==> src/rtl/mem_dump_reader.sv <==
// Sweeps a word range through the memory data port and streams each word out
// on a valid/ready channel; read-only, used to dump memory after a run.
module mem_dump_reader #(
  parameter int READ_LATENCY = 1,
  parameter int COUNT_W      = 16
) (
  input  logic               clock,
  input  logic               reset,
  input  logic               io_start,
  input  logic [63:0]        io_baseAddr,
  input  logic [COUNT_W-1:0] io_wordCount,
  output logic               io_busy,
  output logic               io_done,
  output logic [63:0]        io_mem_dataAddr,
  output logic               io_mem_writeEn,
  output logic [31:0]        io_mem_writeData,
  output logic [2:0]         io_mem_func3,
  input  logic [31:0]        io_mem_rdata,
  output logic               io_out_valid,
  input  logic               io_out_ready,
  output logic [31:0]        io_out_data,
  output logic [63:0]        io_out_addr,
  output logic               io_out_last
);

  localparam int LAT_W = $clog2(READ_LATENCY + 2);

  typedef enum logic [1:0] {IDLE, REQ, HOLD, DONE} state_t;

  state_t             state;
  logic [63:0]        cur;
  logic [COUNT_W-1:0] rem;
  logic [LAT_W-1:0]   lat;
  logic               busy_q;
  logic               done_q;
  logic               valid_q;
  logic               last_q;
  logic [63:0]        mem_addr_q;
  logic [31:0]        out_data_q;
  logic [63:0]        out_addr_q;

  assign io_mem_writeEn   = 1'b0;
  assign io_mem_writeData = '0;
  assign io_mem_func3     = 3'b010;

  assign io_busy         = busy_q;
  assign io_done         = done_q;
  assign io_mem_dataAddr = mem_addr_q;
  assign io_out_valid    = valid_q;
  assign io_out_last     = last_q;
  assign io_out_data     = out_data_q;
  assign io_out_addr     = out_addr_q;

  // Outputs are registered alongside the state, so each is set on the edge
  // that enters the state in which it must be visible.
  always_ff @(posedge clock or posedge reset) begin
    if (reset) begin
      state      <= IDLE;
      cur        <= '0;
      rem        <= '0;
      lat        <= '0;
      busy_q     <= 1'b0;
      done_q     <= 1'b0;
      valid_q    <= 1'b0;
      last_q     <= 1'b0;
      mem_addr_q <= '0;
      out_data_q <= '0;
      out_addr_q <= '0;
    end else begin
      done_q <= 1'b0;
      case (state)
        IDLE: begin
          if (io_start) begin
            cur <= io_baseAddr & ~64'h3;
            rem <= io_wordCount;
            lat <= '0;
            if (io_wordCount == '0) begin
              state  <= DONE;
              done_q <= 1'b1;
            end else begin
              state      <= REQ;
              busy_q     <= 1'b1;
              mem_addr_q <= io_baseAddr & ~64'h3;
            end
          end
        end
        REQ: begin
          lat <= lat + 1'b1;
          if (lat == LAT_W'(READ_LATENCY)) begin
            out_data_q <= io_mem_rdata;
            out_addr_q <= cur;
            valid_q    <= 1'b1;
            last_q     <= (rem == COUNT_W'(1));
            state      <= HOLD;
          end
        end
        HOLD: begin
          if (io_out_ready) begin
            valid_q <= 1'b0;
            last_q  <= 1'b0;
            if (rem == COUNT_W'(1)) begin
              state      <= DONE;
              done_q     <= 1'b1;
              busy_q     <= 1'b0;
              mem_addr_q <= '0;
            end else begin
              cur        <= cur + 64'd4;
              rem        <= rem - 1'b1;
              lat        <= '0;
              mem_addr_q <= cur + 64'd4;
              state      <= REQ;
            end
          end
        end
        DONE: begin
          state <= IDLE;
        end
        default: begin
          state <= IDLE;
        end
      endcase
    end
  end

endmodule

==> config.mk <==
export PLATFORM = sky130hd
export DESIGN_NAME = mem_dump_reader
export DESIGN_NICKNAME = d
export VERILOG_FILES = /design/src/rtl/mem_dump_reader.sv
export SDC_FILE = /design/constraint.sdc
export NUM_CORES = 1
export LEC_CHECK = 0
export ABC_AREA = 1
export BUFFER_PORTS_ARGS = -buffer_cell sky130_fd_sc_hd__buf_2
export CORE_MARGIN = 3
export CORE_UTILIZATION = 45
export CTS_CLUSTER_SIZE = 16
export DETAILED_ROUTE_END_ITERATION = 10
export PLACE_DENSITY = 0.69
export RECOVER_POWER = 25
export SYNTH_ARGS = -nofsm -noshare
export SYNTH_HDL_FRONTEND = slang
export SYNTH_SLANG_ARGS = --single-unit
==> constraint.sdc <==
create_clock -name clock -period 19.5 [get_ports clock]
set_input_delay 3.9 -clock clock [delete_from_list [all_inputs] [get_ports clock]]
set_output_delay 3.9 -clock clock [all_outputs]
set_load 0.01 [all_outputs]
# After elaboration in Yosys (flattened, before gate mapping)
# Cells that the tools add are included.
[op_classes] n_addsub=3 n_eq_ne=11 n_mux=38 n_reduce_logical=12
[ops] op="64-bit two-way mux" n=7
[ops] op="64-bit one-hot mux with 2 select lines" n=2
[ops] op="64-bit by 3-bit adder with 64-bit output (second input constant)" n=1
[ops] op="16-bit two-way mux" n=3
[ops] op="16-bit one-hot mux with 2 select lines" n=1
[ops] op="16-bit by 1-bit == test with 1-bit output (second input constant)" n=1
[ops] op="16-bit logical NOT" n=1
[ops] op="2-bit two-way mux" n=8
[ops] op="16-bit by 1-bit subtractor with 16-bit output (second input constant)" n=1
[ops] op="2-bit != test (second input constant)" n=6
[ops] op="4-bit AND reduction" n=3
[ops] op="1-bit two-way mux" n=11
[ops] op="1-bit one-hot mux with 2 select lines" n=4
[ops] op="2-bit one-hot mux with 4 select lines" n=1
[ops] op="2-bit one-hot mux with 3 select lines" n=1
[ops] op="3-bit AND reduction" n=2
[ops] op="5-bit AND reduction" n=1
[ops] op="2-bit by 1-bit == test with 1-bit output (second input constant)" n=2
[ops] op="2-bit == test (second input constant)" n=2
[ops] op="2-bit nonzero test" n=2
[ops] op="3-bit nonzero test" n=1
[ops] op="2-bit by 1-bit adder with 2-bit output (second input constant)" n=1
[ops] op="2-bit logical NOT" n=1
[ops] op="2-bit AND reduction" n=1
[totals] reg_bits=248 inputBits=116 out_inout_bits=200 elab_cells=75

# Longest topological paths before layout
# Gate-level depths: netlist (run 1).
[depth] word_depth=4 ltp_mapped=12 depth_no_buf=12

# Worst setup path after synthesis (run 1)
# No wires, ideal clock.
[synth_timing] path_type="in2reg" from="input io_wordCount[2]" to="register mem_addr_q[19], in the netlist io_mem_dataAddr[19]" arrival_time_ns=4.861 required_time_ns=19.376 path_slack_ns=14.515 path_stages=8 path_buffers=2 path_cell_list="nor4_1 > nand3_1 > nand2_2 > inv_2 > buf_6 > buf_4 > nor2_1 > a21oi_1"
[synth_via] elab_chain_len=3
[synth_lines] element="from (decl)" line_no="11" rtl="input logic [COUNT_W-1:0] io_wordCount,"
[synth_lines] element="16-bit logical NOT" line_no="77" rtl="if (io_wordCount == '0) begin"
[synth_lines] element="2-bit != test (no line)"
[synth_lines] element="4-bit AND reduction (no line)"
[synth_lines] element="to (signal assigned)" line_no="83" rtl="mem_addr_q <= io_baseAddr & ~64'h3;"
[synth_lines] element="to (signal assigned)" line_no="110" rtl="mem_addr_q <= cur + 64'd4;"
[synth_lines] element="to (decl)" line_no="38" rtl="logic [63:0] mem_addr_q;"
# No other way between the ends.
# A chain may end at the register's enable or synchronous reset.

==> metrics.txt, run 1 <==
status complete, but fails checks; failing checks max-capacitance violations, max-slew violations; cts repair resizes 0; startpoint types input pin; Setup WS post-layout 11.61 ns; commonest non-fill, non-tap cell in the layout nand2_1; fin. max-slew vios 251; final wirelength 39.2 mm; Net Sw Frac 43.7%; Reg-to-Reg Start state[0]$_DFFE_PP0P_; Fin. Hold Viols 0; Post-Syn Instances 1723; CTS tree built; post-synthesis mux area share 3.68%; Crit-path slowest cell clkinvlp_2; adder-cell share of the synthesized area 0.381%; setup bufs post-CTS 0; DRT iter0 DRCs 990; YS warnings 0; main combinational cell family by area after synthesis simple AND/OR/NAND/NOR gates; Worst path max stage delay 2.41 ns; Core Area 0.0283 mm2; fin crit period 7.89 ns; power share of the sequential group 35.8%; CTS Buf Count 27; slew margin rel. -194%; Tcrit/Tclk final 40.5%; Fmax 127 MHz; internal power 1.51 mW; post-synthesis compound-gate area fraction 10.7%; Seq/Total Area, Yosys 46.2%; P&R area growth vs syn 17.8%; VDD IR max 0.0900 mV; die height 177 um; CP Data Required Time 20.05 ns; all-layer global routing usage 24.6%; critical path type input pin to asynchronous set/reset pin; clk slew on worst S/H paths 0.06 ns; share of layout cells above drive strength 1 21.2%; WHS Path Cells 2; cell taking the most area after synthesis dfrtp_1; post-synth cell types 45; DRC 0; critical path data arrival time 8.44 ns; Avg WL per Cell 16.6 um; clk root buf clkbuf_16; setup TNS 0 ns; setup violators final 0; Max Clock Skew 0.0224 ns; crit-path most repeated cell buf_4; hold buffer count at cts 0; number of synthesized flops with an enable pin 0; Synth top area share 46.2%; gr ovfl total 0; die area 0.0313 mm2; Reg2Reg Depth 5; FFs w/ async S/R, synth 100%; clock latency on the worst-skew pair 0.55 ns; Post-DP HPWL 28.2 mm; RR Endpoint io_out_addr[27]$_DFFE_PP0P_; Rows 61; CTS Buffer Depth 3; Hold Path Origin io_out_addr[34]$_DFFE_PP0P_; CTS sink cnt 243; RSZ-0062 raised after global routing no; Worst-Margin Slew 4.39 ns; Placer Congestion 0.941; Clock power frac 20.1%; Antenna Diode Count 0; die extent in x 177 um; first-pass GRT wire length 61.9 mm; synthesized area 0.0132 mm2; P_leak 7.62 nW; Via density 5.11; Max Cap Viol 3; router iterations before antenna repair 5; final net count 2085; port bufs 275; Antenna Nets Post-Route 0; number of I/O pins 316; CP max FO 99; Total Power 2.68 mW; largest net degree at the start of global routing 100; starting density of the core 46.4%; Synth Register Bits 243; setup slack, reg-to-reg 14.18 ns; XOR/XNOR share of the synthesized area 2.06%; CP Cell Sequence buf_2 > clkinvlp_2 > buf_4 > buf_4; sw power 1.17 mW; syn avg cell area 7.63 um2; vias in the first global route 11603; Power Dens Cells 173 mW/mm2; Comb pwr share 44.1%; routed vias 12072; most frequent cells in the layout nand2_1, nor2_1, buf_2; Hold Crit Class flip-flop to flip-flop; Placement Setup Slack 13.01 ns; top_reg_cell synth dfrtp_1; WHS Endpoint io_out_addr[34]$_DFFE_PP0P_; initial antenna violation count 0; Critical Path End Type asynchronous set/reset pin; simple-gate area share of the yosys netlist 27.6%; synth top area cells dfrtp_1, nand2_1, nor2_1, o21ai_0, inv_1; H-tree Lvls 1
## worst max path at each step
| stage | from | end | slack [ns] | cells after the start |
|---|---|---|---|---|
| 2_1_floorplan | reset | cur[10]$_DFFE_PP0P_ | 8.93 | 1 |
| 3_3_place_gp | reset | io_out_data[15]$_DFFE_PP0P_ | 13.01 | 4 |
| 3_5_place_dp | reset | io_out_data[12]$_DFFE_PP0P_ | 13.01 | 4 |
| 4_1_cts | reset | io_out_data[22]$_DFFE_PP0P_ | 13.59 | 4 |
| 5_1_grt | reset | io_out_addr[6]$_DFFE_PP0P_ | 10.71 | 4 |
| 6_report | reset | io_out_addr[6]$_DFFE_PP0P_ | 11.61 | 4 |
## worst max-delay path, delay by kind of cell
family	cells	cell delay, ns
buf+inv	4	4.41
## power by group through the flow
stage	Clock, mW	Sequential [mW]	Combinational (mW)
6_report	0.540	0.959	1.18
5_1_grt	0.568	0.989	1.33
4_1_cts	0.549	0.954	1.19
3_5_place_dp	0	0.959	1.18
3_3_place_gp	0	0.951	1.16
2_1_floorplan	0	0.993	0.750
## synth_stat cells, types with 2 or more instances
| cell type | instances |
|---|---|
| buf_4 | 50 |
| o21a_1 | 5 |
| a31oi_1 | 11 |
| o21ai_0 | 110 |
| xnor2_1 | 2 |
| nand2_1 | 383 |
| o21ai_1 | 9 |
| inv_1 | 145 |
| nor2_4 | 5 |
| dfrtp_1 | 243 |
| nor2_1 | 356 |
| buf_6 | 3 |
| nand3_2 | 4 |
| clkbuf_1 | 24 |
| o22ai_1 | 4 |
| mux2_2 | 43 |
| a21boi_0 | 4 |
| xor2_1 | 29 |
| nor2_2 | 13 |
| a22oi_1 | 10 |
| a21oi_1 | 104 |
| nand3_1 | 66 |
| nand2_4 | 3 |
| nand4_1 | 18 |
| nor3b_1 | 2 |
| ha_1 | 4 |
| inv_2 | 7 |
| buf_2 | 28 |
| nand2_2 | 11 |
| nor3_1 | 10 |
| a21oi_2 | 2 |
| conb_1 | 2 |
## final cells by class
class,count,area [um2]
Tap cell,378,473
Clock buffer,40,805
Timing Repair Buffer,284,1440
Clock inverter,10,138
Inverter,152,572
Fill cell,2722,12800
Multi-Input combinational cell,1257,5990
Sequential cell,243,6080
## stage by stage
step | instances | cell area, um2 | utilization (%) | hold WS (ns)
floorplan | 1759 | 13300 | - | 0.449
global placement | 2314 | 14600 | 51.5 | 0.462
detailed placement | 2314 | 14600 | 51.5 | 0.471
CTS | 2364 | 15500 | 54.8 | 0.486
global route | 2364 | 15500 | 54.7 | 0.507
finish | 2364 | 15500 | 54.7 | 0.480
## state kept, by name (all words and copies together) (netlist names)
signal           flops
io_out_last          1
io_out_valid         1
cur                 62
io_busy              1
lat                  2
io_mem_dataAddr     63
rem                 16
io_done              1
io_out_data         32
io_out_addr         62
state                2
## kinds of logic after synthesis
family                     count (synthesis)
other                                      2
muxes                                     43
xor gates and xnor gates                  31
adders and majority gates                  4
buffers and inverters                    259
and+or+nand+nor                          877
AOI/OAI and AO/OA                        264
DFF                                      243
## per-layer routing
layer	vias to the layer above	track usage, %	share of wire (%)
met1	5644	34.0	44
li1	5900	-	-
met3	77	4.89	7.6
met5	-	0	0
met2	451	39.2	45
met4	0	7.76	3.2
Note: power is estimated with default switching activity, not from simulation.
==> run 2, diff against run 1 <==
--- a/config.mk
+++ b/config.mk
@@ -5,7 +5,7 @@
 export SDC_FILE = /design/constraint.sdc
 export NUM_CORES = 1
 export LEC_CHECK = 0
-export ABC_AREA = 1
+export ABC_AREA = 0
 export BUFFER_PORTS_ARGS = -buffer_cell sky130_fd_sc_hd__buf_2
 export CORE_MARGIN = 3
 export CORE_UTILIZATION = 45
==> constraint.sdc (replaced) <==
create_clock -name clock -period 8.2 [get_ports clock]
set_input_delay 1.64 -clock clock [delete_from_list [all_inputs] [get_ports clock]]
set_output_delay 1.64 -clock clock [all_outputs]
set_load 0.01 [all_outputs]
==> run 2 against run 1 <==
  * Hold slack got worse by 0.0076 ns
  * The flow still finishes with violations (max-capacitance violations, max-slew violations)
  * Global-route usage shrank 0.57 points
  * Clock power grew 130%
  * Highest routed layer is now met5
  * Sequential share of layout area increased by 1.1 points
  * Combinational power rose by 96%
  * Utilization decreased by 0.58 points
  * Die area is 2.8% lower
  * Flip-flop and latch count stayed put
  * Via count decreased by 7.8%
  * First-iteration DRC count is 23% lower
  * Critical endpoint is now cur[11]$_DFFE_PP0P_
==> metrics.txt, run 2 <==
fin. max-slew vios 278; clock latency on the worst-skew pair 0.54 ns; WP buf/inv 4; cts repair resizes 0; Tcrit/Tclk final 65.2%; Worst path max stage delay 2.82 ns; Core Area 0.0279 mm2; fin crit period 5.35 ns; post-synthesis compound-gate area fraction 17.7%; CP max FO 170; fillcell total 2541; RSZ-0062 raised after global routing no; Worst-Margin Slew 4.28 ns; simple-gate area share of the yosys netlist 16.4%; final net count 1653; die area 0.0304 mm2; P_leak 6.55 nW; Total Power 5.91 mW; Rows 61; status complete, but fails checks; clk root buf clkbuf_16; first-pass GRT wire length 59.8 mm; Hold Path Origin io_out_valid$_DFFE_PP0P_; critical path type input pin to asynchronous set/reset pin; cell taking the most area after synthesis dfrtp_1; final wirelength 37.7 mm; Power Dens Cells 392 mW/mm2; top_reg_cell synth dfrtp_1; Via density 5.76; Max Cap Viol 3; Synth Register Bits 243; syn avg cell area 9.62 um2; die height 174 um; all-layer global routing usage 24.0%; main combinational cell family by area after synthesis compound AO/OA/AOI/OAI gates; largest net degree at the start of global routing 171; FFs w/ async S/R, synth 100%; synth top area cells dfrtp_1, mux2_2, nand2_1, nor2_1, o21ai_0; YS warnings 0; slew margin rel. -185%; clk slew on worst S/H paths 0.06 ns; startpoint types input pin; post-synth cell types 71; post-synthesis mux area share 8.23%; starting density of the core 45.8%; Seq/Total Area, Yosys 47.6%; Post-DP HPWL 24.8 mm; total placed cells including tap cells 1881; top post-synthesis cells by count dfrtp_1, nand2_1, nor2_1; Avg WL per Cell 19.5 um; router iterations before antenna repair 5; family with the most delay on the worst path buffers and inverters; gr ovfl total 0; number of I/O pins 316; CTS sink cnt 243; port bufs 275; hold buffer count at cts 0; CTS tree built; CP Cell Sequence clkbuf_1 > clkinvlp_4 > clkbuf_2 > buf_4; initial antenna violation count 5; setup violators final 0; number of synthesized flops with an enable pin 0; critical path data arrival time 5.87 ns; adder-cell share of the synthesized area 0.392%; Max Clock Skew 0.00859 ns; Fmax 187 MHz; failing checks max-capacitance violations, max-slew violations; most frequent cell after synthesis dfrtp_1; share of layout cells above drive strength 1 28.6%; Reg-to-Reg Start cur[2]$_DFFE_PP0P_; VDD IR max 0.195 mV; Antenna Nets Post-Route 0; Hold Crit Class flip-flop to flip-flop; CTS Buffer Depth 3; Synth top area share 47.6%; die extent in x 174 um; P&R area growth vs syn 18.1%; H-tree Lvls 1; Final Non-Filler Cells 1932; CP Data Required Time 8.72 ns; vias in the first global route 10964; synthesized area 0.0128 mm2; Fin. Hold Viols 0; routed vias 11129; Worst Setup SP reset; XOR/XNOR share of the synthesized area 3.29%; setup TNS 0 ns; DRT iter0 DRCs 758; DRC 0; Post-Syn Instances 1328; max reg flops 63; most frequent cells in the layout buf_2, dfrtp_1, nand2_1; CTS Buf Count 28; Critical Path End Type asynchronous set/reset pin; Crit-path slowest cell clkbuf_2; Antenna Diode Count 0; Placer Congestion 0.815; setup bufs post-CTS 0; commonest non-fill, non-tap cell in the layout buf_2
-- run 2: cell count changes after synthesis, sizes merged, moves of 35 or more --
cell / delta
mux2: +45
o21ai: -35
nor2: -253
nand2: -273
clkbuf: +50
inv: -139
-- run 2: layout make-up --
cell class / instances / area, um2 / area share, %
inverters: 13 / 52.6 / 0.348
repair buffers: 290 / 1480 / 9.80
clock inverters: 5 / 52.6 / 0.348
multi-input cells: 957 / 6070 / 40.2
flip-flops and latches: 243 / 6080 / 40.3
well taps: 378 / 473 / 3.14
clock buffers: 46 / 880 / 5.83
-- run 2: path summary, 6_finish.rpt --
path	to	slack (ns)	depth (start not counted)
max in group clock	io_mem_dataAddr[54]$_DFFE_PP0P_	4.06	7
min in group asynchronous	io_out_data[9]$_DFFE_PP0P_	2.66	3
worst max-delay path	cur[11]$_DFFE_PP0P_	2.85	4
worst min-delay path	io_out_valid$_DFFE_PP0P_	0.47	2
worst min register to register	io_out_valid$_DFFE_PP0P_	0.47	2
worst max register to register	cur[48]$_DFFE_PP0P_	4.44	7
-- run 2: cells by family (layout without fill, tap and decap cells) --
logic type	Yosys count	count (layout)
flops	243	243
xor+xnor	48	48
fa+ha+maj	4	4
mux	94	94
compound gates	344	344
buf+inv	164	354
simple gates	429	429
other cells	2	38
-- run 2: routing by layer --
layer | share of wire, % | up-vias | wire [um] | track usage (%)
li1 | - | 5142 | - | -
met4 | 2.3 | 10 | 881 | 7.31
met5 | 0.18 | - | 66 | 0
met1 | 44 | 5485 | 16700 | 33.2
met2 | 46 | 412 | 17300 | 38.0
met3 | 7.3 | 80 | 2730 | 5.35
-- run 2: worst reg2reg max path, stage by stage (launching register included) --
cell	delay (ns)
dfrtp_1	0.54
ha_1	0.32
nand4_2	0.30
nor4_1	0.59
nand4_1	0.84
or3_1	0.68
o22a_1	0.20
o22a_1	0.17
-- run 2: where the power goes --
part | leakage (nW) | internal (mW) | switching (mW)
combinational | 3.25 | 1.04 | 1.27
clock | 0.458 | 0.758 | 0.498
sequential | 2.84 | 1.78 | 0.565
-- run 2: per-stage QoR --
stage,area [um2],hold WS [ns],setup WS [ns],util (%)
after floorplan,12900,0.479,3.37,-
after global placement,14200,0.458,3.61,50.9
after detailed placement,14200,0.466,3.56,50.9
after CTS,15100,0.480,4.12,54.2
after global routing,15100,0.509,1.97,54.2
final,15100,0.472,2.85,54.2
==> run 3, diff against run 2 <==
--- a/config.mk
+++ b/config.mk
@@ -11,7 +11,7 @@
 export CORE_UTILIZATION = 45
 export CTS_CLUSTER_SIZE = 16
 export DETAILED_ROUTE_END_ITERATION = 10
-export PLACE_DENSITY = 0.69
+export PLACE_DENSITY = 0.72
 export RECOVER_POWER = 25
 export SYNTH_ARGS = -nofsm -noshare
 export SYNTH_HDL_FRONTEND = slang
==> constraint.sdc (replaced) <==
create_clock -name clock -period 4.74 [get_ports clock]
set_input_delay 0.948 -clock clock [delete_from_list [all_inputs] [get_ports clock]]
set_output_delay 0.948 -clock clock [all_outputs]
set_load 0.01 [all_outputs]
==> run 3 against run 2 <==
  * The run now ends clean
  * Sequential power up 73%
  * Highest routed layer unchanged
  * Non-clock buffer count increased by 3
  * Die area unchanged
  * Critical path type is now flip-flop to flip-flop
==> metrics.txt, run 3 (synthesis results as in run 2) <==
clk root buf clkbuf_16; Critical Path End Type flip-flop; port bufs 275; H-tree Lvls 1; CP Cell Sequence nor4_1 > nand4b_1 > or2_2 > o21ai_4 > buf_4 > nor2_1 > o22a_1; Hold Path Origin io_out_addr[56]$_DFFE_PP0P_; Placement Setup Slack 1.09 ns; fin. max-slew vios 0; Worst path max stage delay 0.81 ns; vias in the first global route 10860; Final Non-Filler Cells 1931; setup violators final 0; P_leak 6.57 nW; Core Area 0.0279 mm2; die extent in x 174 um; commonest non-fill, non-tap cell in the layout buf_2; CTS Buffer Depth 3; all-layer global routing usage 23.7%; CTS tree built; most frequent cells in the layout buf_2, dfrtp_1, nand2_1; Final Util 54.3%; Max Cap Viol 0; setup slack, reg-to-reg 1.41 ns; setup TNS 0 ns; Final Cell Area 0.0151 mm2; critical path type flip-flop to flip-flop; Max Clock Skew 0.0103 ns; Tcrit/Tclk final 70.2%; Hold Crit Class flip-flop to flip-flop; CP Data Required Time 5.16 ns; slew margin rel. 11.3%; setup bufs post-CTS 0; share of layout cells above drive strength 1 29.0%; hold buffer count at cts 0; Total Power 10.2 mW; Fmax 300 MHz; Fin. Hold Viols 0; CP max FO 41; routed vias 11153; Antenna Diode Count 0; starting density of the core 45.8%; Antenna Nets Post-Route 0; dpl cell area 0.0142 mm2; Reg-to-Reg Start rem[5]$_DFFE_PP0P_; family with the most delay on the worst path simple AND/OR/NAND/NOR gates; number of I/O pins 316; final net count 1655; Setup WS post-layout 1.41 ns; gr ovfl total 0; Power Dens Cells 675 mW/mm2; CTS sink cnt 243; Crit-path slowest cell o21ai_4; initial antenna violation count 2; WHS Endpoint io_out_addr[56]$_DFFE_PP0P_; cts repair resizes 0; DRC 0; clock latency on the worst-skew pair 0.53 ns; Rows 61; router iterations before antenna repair 7; CTS Buf Count 27; Hold Slack 0.481 ns; Post-DP HPWL 25.2 mm; RSZ-0062 raised after global routing no; first-pass GRT wire length 59.1 mm; Worst-Margin Slew 1.33 ns; Reg2Reg Depth 7; critical path data arrival time 3.75 ns; Avg WL per Cell 19.3 um; DRT iter0 DRCs 880; P&R area growth vs syn 18.5%; Via density 5.78; WHS Path Cells 2; startpoint types flip-flop; die area 0.0304 mm2; final wirelength 37.3 mm; clk slew on worst S/H paths 0.07 ns; RR Endpoint cur[11]$_DFFE_PP0P_; WP buf/inv 1; status completed; VDD IR max 0.390 mV; die height 174 um; fin crit period 3.33 ns; largest net degree at the start of global routing 116; max reg flops 63; Placer Congestion 0.847; total placed cells including tap cells 1884
-- run 3: cell types whose count changed in the layout (fill, tap and decap cells not counted), sizes merged --
cell / before / now
clkbuf: 50 / 37
buf: 286 / 292
bufinv: 1 / 4
clkinv: 3 / 5
inv: 12 / 13
-- run 3: layer usage --
layer  share of wire [%]  track usage [%]  up-vias
met2                  46             37.6      482
met4                 2.2             6.20        4
li1                    -                -     5146
met3                 8.3             4.57       69
met5               0.043                0        -
met1                  43             33.7     5452
-- run 3: worst register-to-register path, cell delays in order (launching register included) --
cell and delay [ns]:
dfrtp_1 0.45, nor4_1 0.41, nand4b_1 0.20, or2_2 0.44
o21ai_4 0.81, buf_4 0.60, nor2_1 0.11, o22a_1 0.19
-- run 3: worst max-delay path by stage --
| stage | start | to | slack, ns | depth (start not counted) |
|---|---|---|---|---|
| after floorplan | reset | cur[10]$_DFFE_PP0P_ | 0.60 | 1 |
| after detailed placement | io_wordCount[14] | io_mem_dataAddr[22]$_DFFE_PP0P_ | 1.09 | 8 |
| after global placement | io_wordCount[14] | io_mem_dataAddr[22]$_DFFE_PP0P_ | 1.15 | 8 |
| after global routing | rem[5]$_DFFE_PP0P_ | cur[11]$_DFFE_PP0P_ | 1.14 | 7 |
| after CTS | rem[5]$_DFFE_PP0P_ | cur[11]$_DFFE_PP0P_ | 1.42 | 7 |
| final | rem[5]$_DFFE_PP0P_ | cur[11]$_DFFE_PP0P_ | 1.41 | 7 |
-- run 3: report_power, final --
group	total [mW]	switching, mW	internal (mW)
Combinational	3.98	2.20	1.78
Clock	2.17	0.859	1.31
Sequential	4.07	0.983	3.08
Total	10.2	4.04	6.18
-- run 3: final cells by class --
type,instances,area (um2)
multi-input cells,957,6070
flip-flops and latches,243,6080
inverters,13,50.0
fillers,2532,12700
clock inverters,11,169
well taps,378,473
repair buffers,293,1560
clock buffers,36,739
